**config.mk**
```make
export PLATFORM = sky130hd
export DESIGN_NAME = arr_serializer
export DESIGN_NICKNAME = d
export VERILOG_FILES = /design/src/rtl/arr_serializer_pkg.sv /design/src/rtl/arr_serializer_mod_counter.sv /design/src/rtl/arr_serializer.sv
export SDC_FILE = /design/constraint.sdc
export NUM_CORES = 1
export LEC_CHECK = 0
export ABC_AREA = 1
export ABC_CLOCK_PERIOD_IN_PS = 1200
export BUFFER_PORTS_ARGS = -buffer_cell sky130_fd_sc_hd__buf_2
export CAP_MARGIN = 20
export CORE_AREA = 2 2 39 41
export DETAILED_ROUTE_END_ITERATION = 7
export DIE_AREA = 0 0 41 43
export PLACE_DENSITY = 0.72
export SYNTH_ARGS = -nofsm -noshare
export SYNTH_HDL_FRONTEND = slang
export SYNTH_SLANG_ARGS = --single-unit
```
**constraint.sdc**
```tcl
create_clock -name clk -period 1.2 [get_ports clk]
set_input_delay 0.12 -clock clk [delete_from_list [all_inputs] [get_ports clk]]
set_output_delay 0.12 -clock clk [all_outputs]
set_load 0.005 [all_outputs]
```
**src/rtl/arr_serializer_pkg.sv**
```systemverilog
// arr_ser_pkg
//   Shared types and helpers for the array serializer and related stream
//   blocks.
//   - ser_state_t : two-state control FSM encoding (IDLE / SEND).
//   - idx_w(n)    : index width needed to address n elements, never below 1.
package arr_ser_pkg;

  typedef enum logic {
    IDLE = 1'b0,
    SEND = 1'b1
  } ser_state_t;

  // A one-element array still needs a 1-bit index port.
  function automatic int idx_w(input int n);
    if (n <= 1) return 1;
    return $clog2(n);
  endfunction

endpackage

```
**src/rtl/arr_serializer_mod_counter.sv**
```systemverilog
// mod_counter
//   Modulo counter that counts 0..MAX and wraps to 0 on the step taken at
//   MAX. Intended for element indices in stream blocks.
//   Ports:
//     clk  in   clock
//     rst  in   synchronous active-high reset, count <= 0
//     en   in   advance the count by one (wrapping at MAX)
//     clr  in   force the count to 0; wins over en
//     cnt  out  current count, W bits
//     last out  count is at its terminal value MAX
module mod_counter #(
  parameter int MAX = 3,
  parameter int W   = 2
) (
  input  logic         clk,
  input  logic         rst,
  input  logic         en,
  input  logic         clr,
  output logic [W-1:0] cnt,
  output logic         last
);

  assign last = (cnt == W'(MAX));

  always_ff @(posedge clk) begin
    if (rst || clr) begin
      cnt <= '0;
    end else if (en) begin
      // Wrap explicitly at MAX so non-power-of-two ranges never overrun.
      if (last) cnt <= '0;
      else      cnt <= cnt + W'(1);
    end
  end

endmodule

```
**src/rtl/arr_serializer.sv**
```systemverilog
// arr_serializer
//   Captures a parallel array of N = WIDTH*HEIGHT words in one cycle and
//   drains it as a stream, one word per cycle, in index order 0..N-1.
//   Valid/ready on both sides; a new array can be captured on the same edge
//   as the last element of the previous one, so back-to-back arrays stream
//   without a bubble.
//   Ports:
//     clk       in   clock
//     rst       in   synchronous active-high reset
//     in_valid  in   parallel array on in_data is valid
//     in_ready  out  an array can be captured this cycle
//     in_data   in   unpacked parallel array, N words of BW bits
//     out_valid out  out_data holds a valid element
//     out_ready in   downstream accepts the element
//     out_data  out  current element
//     out_idx   out  index of the current element
//     out_last  out  current element is index N-1
//     busy      out  high while an array is being sent
module arr_serializer
  import arr_ser_pkg::*;
#(
  parameter  int BW     = 10,
  parameter  int WIDTH  = 1,
  parameter  int HEIGHT = 1,
  localparam int N      = WIDTH * HEIGHT,
  localparam int IW     = idx_w(WIDTH * HEIGHT)
) (
  input  logic          clk,
  input  logic          rst,
  input  logic          in_valid,
  output logic          in_ready,
  input  logic [BW-1:0] in_data [N-1:0],
  output logic          out_valid,
  input  logic          out_ready,
  output logic [BW-1:0] out_data,
  output logic [IW-1:0] out_idx,
  output logic          out_last,
  output logic          busy
);

  ser_state_t    state, state_nxt;
  logic [BW-1:0] data_buf [N-1:0];
  logic [IW-1:0] idx;
  logic          idx_last;
  logic          capture;
  logic          xfer;

  // Handshake decode. in_ready depends only on registered state and
  // out_ready, never on in_valid, so upstream sees no combinational loop.
  always_comb begin
    in_ready = 1'b0;
    xfer     = 1'b0;
    if (state == IDLE) begin
      in_ready = 1'b1;
    end else begin
      xfer     = out_ready;
      in_ready = idx_last && out_ready;
    end
  end

  assign capture = in_valid && in_ready;

  // FSM state register
  always_ff @(posedge clk) begin
    if (rst) state <= IDLE;
    else     state <= state_nxt;
  end

  // FSM next state and registered-state decoded outputs
  always_comb begin
    state_nxt = state;
    out_valid = 1'b0;
    out_last  = 1'b0;
    busy      = 1'b0;
    unique case (state)
      IDLE: begin
        if (in_valid) state_nxt = SEND;
      end
      SEND: begin
        out_valid = 1'b1;
        out_last  = idx_last;
        busy      = 1'b1;
        // A final transfer with a new array waiting stays in SEND.
        if (xfer && idx_last && !in_valid) state_nxt = IDLE;
      end
      default: state_nxt = IDLE;
    endcase
  end

  // Element index. clr on capture restarts at 0; the final transfer also
  // wraps to 0 through the counter's own terminal count.
  mod_counter #(
    .MAX (N - 1),
    .W   (IW)
  ) u_idx (
    .clk  (clk),
    .rst  (rst),
    .en   (xfer),
    .clr  (capture),
    .cnt  (idx),
    .last (idx_last)
  );

  // Array buffer: whole array captured in one edge, otherwise held.
  always_ff @(posedge clk) begin
    if (rst) begin
      for (int k = 0; k < N; k++) data_buf[k] <= '0;
    end else if (capture) begin
      data_buf <= in_data;
    end
  end

  assign out_data = data_buf[idx];
  assign out_idx  = idx;

endmodule

```
==> metrics.yaml <==
ctsHoldBuffers: 0
die_area_sq_um: 1763
start_kind: "register"
syn_area_sq_um: 525.5
cp_slowest_cell: "dfxtp_1"
p_sw_w: 0.0002203
syn-num-nets: 88
leakagePower_nw: 0.3872
grtUsageTotal: 0.1401
p_comb_frac: 0.171
cts_tree: "built"
routed_via_density: 4.377
ant_nets: 0
cts_setup_buffers: 0
crit_path_end_kind: "output pin"
synth-seq-area-share: 0.4190
crit_path_max_fanout: 22
start_util: 0.3797
busiest_layer: "met2"
dp_slack_ns: 0.1657
holdWs_ns: 0.01647
io_pins: 29
rsz0062_at_grt: "false"
clockPowerShare: 0.323
p_seq_frac: 0.506
grt_start_max_net_pins: 23
clock_path_buffers: 2
post-route-drc-count: 0
postCtsResizedCells: 1
mostFrequentLayoutCells: "27 x buf_2, 12 x inv_1, 11 x a21oi_1, 11 x dfxtp_1"
syn_inst: 74
antennaDiodeCount: 0
fin_worst_skew_ns: 0.003119
rows: 14
nNetsFinal: 113
drt-total-wl_um: 1103
die_w_um: 41
area_growth_pct: 22.86
cts_sinks: 11
fmax_mhz: 877.0
grt.met2_usage: 0.2031
max_stage_delay_ns: 0.40
htreeDepth: 1
dr.pass1.iters: 4
slew_violations: 0
drive_gt1_frac: 0.3163
root_buffer: "clkbuf_4"
core_area_sq_um: 1384
fin_util: 0.4665
crit_type: "reg -> out"
path_buf_inv: 1
crit_family: "flip-flops"
clk_latency_ns: 0.27
finalSetupViolCount: 0
period_minus_slack_ns: 1.140
layout_commonest_cell: "buf_2"
grt_pass1_vias: 404
synth.distinct_cells: 12
p_int_w: 0.0005875
grt_pass1_wl_um: 1628
antenna_found_initial: 0
place_hpwl_um: 762.8
io_buffer_count: 27
vdd_drop_max_mv: 0.5895
synth_seq_cells: 11
avgSynthCellArea_sq_um: 7.101
grt_use_met3: 0.03141
crit_arrival_ns: 1.02
outcome: "finished clean"
dp_cells: 110
layout_setup_ws_ns: 0.05969
period_share: 0.9503
drt-wirelength-per-cell_um: 9.675
worstHoldPathType: "in -> reg"
cp_data_required_time_ns: 1.08
gp_congestion: 0.5894
hold_viol: 0
overflow: 0
setup_tns_ns: 0
path_cells: "nand2_4, buf_2"
via_count: 499
swShare: 0.2727
power.density_nw_per_um2: 1251
cts_buffers: 3
yosys_warnings: 0
die_h_um: 43
globalRouteMet1Util: 0.1629
drv_cap: 0
clk_pin_slew_ns: 0.07
final_cell_count_no_fill: 114
drtIter0Drc: 6
==> Yosys cell counts, drive strengths merged <==
| cell type | count | area [sq um] |
|---|---|---|
| inv | 12 | 45.04 |
| a21oi | 11 | 55.05 |
| dfxtp | 11 | 220.2 |
| nand2 | 11 | 43.80 |
| nand3 | 10 | 50.05 |
| nor2 | 10 | 37.54 |
| buf | 6 | 52.55 |
| clkbuf | 1 | 13.76 |
| clkinv | 1 | 3.750 |
| conb | 1 | 3.750 |
==> final timing paths <==
check | start | to | slack [ns] | cells past startpoint
worst min-delay path | rst | state | 0.02 | 2
worst max-delay path | state | in_ready | 0.06 | 2
worst min register to register | data_buf[7] | data_buf[7] | 0.48 | 2
worst max register to register | state | data_buf[4] | 0.25 | 3
==> power by group through the flow <==
stage	sequential [W]	clock, W	combinational (W)
floorplan	0.000419	0	0.0000910
global placement	0.000415	0	0.000134
detailed placement	0.000416	0	0.000138
CTS	0.000409	0.000265	0.000139
global route	0.000412	0.000278	0.000157
finish	0.000409	0.000261	0.000138
==> area by class of cell <==
| type | instances | area (sq um) |
|---|---|---|
| Clock buffer | 4 | 26.28 |
| Multi-Input combinational cell | 43 | 195.2 |
| Timing Repair Buffer | 27 | 135.1 |
| Fill cell | 152 | 738.2 |
| Inverter | 13 | 48.80 |
| Tap cell | 16 | 20.02 |
| Sequential cell | 11 | 220.2 |
==> logic make-up (layout without fill, tap and decap cells) <==
family | count (synthesis) | after routing | synth area share
compound gates | 11 | 11 | 0.1048
buf+inv | 20 | 44 | 0.2190
flops | 11 | 11 | 0.4190
simple gates | 31 | 31 | 0.2500
other cells | 1 | 1 | 0.007136
==> per-stage QoR <==
| step | total power, W | instance area, sq um |
|---|---|---|
| detailed placement | 0.0005542 | 614.3 |
| CTS | 0.0008127 | 645.6 |
| global placement | 0.0005494 | 614.3 |
| floorplan | 0.0005099 | 525.5 |
| finish | 0.0008078 | 645.6 |
| global route | 0.0008458 | 645.6 |
==> worst reg2reg max path, cell delays in order (launching register included) <==
cell and delay (ns):
dfxtp_1 0.40, nand2_4 0.17, a21oi_1 0.20, nor2_1 0.07
==> per-layer routing <==
layer | up-vias | wire length (um)
met3 | 4 | 58
met4 | 0 | 41
met5 | - | 0
met2 | 15 | 502
li1 | 272 | -
met1 | 208 | 500
==> sequential cells by signal (all words and copies together), names as in the netlist <==
register	cells
data_buf	10
state	1
(Power assumes the default switching activity.)
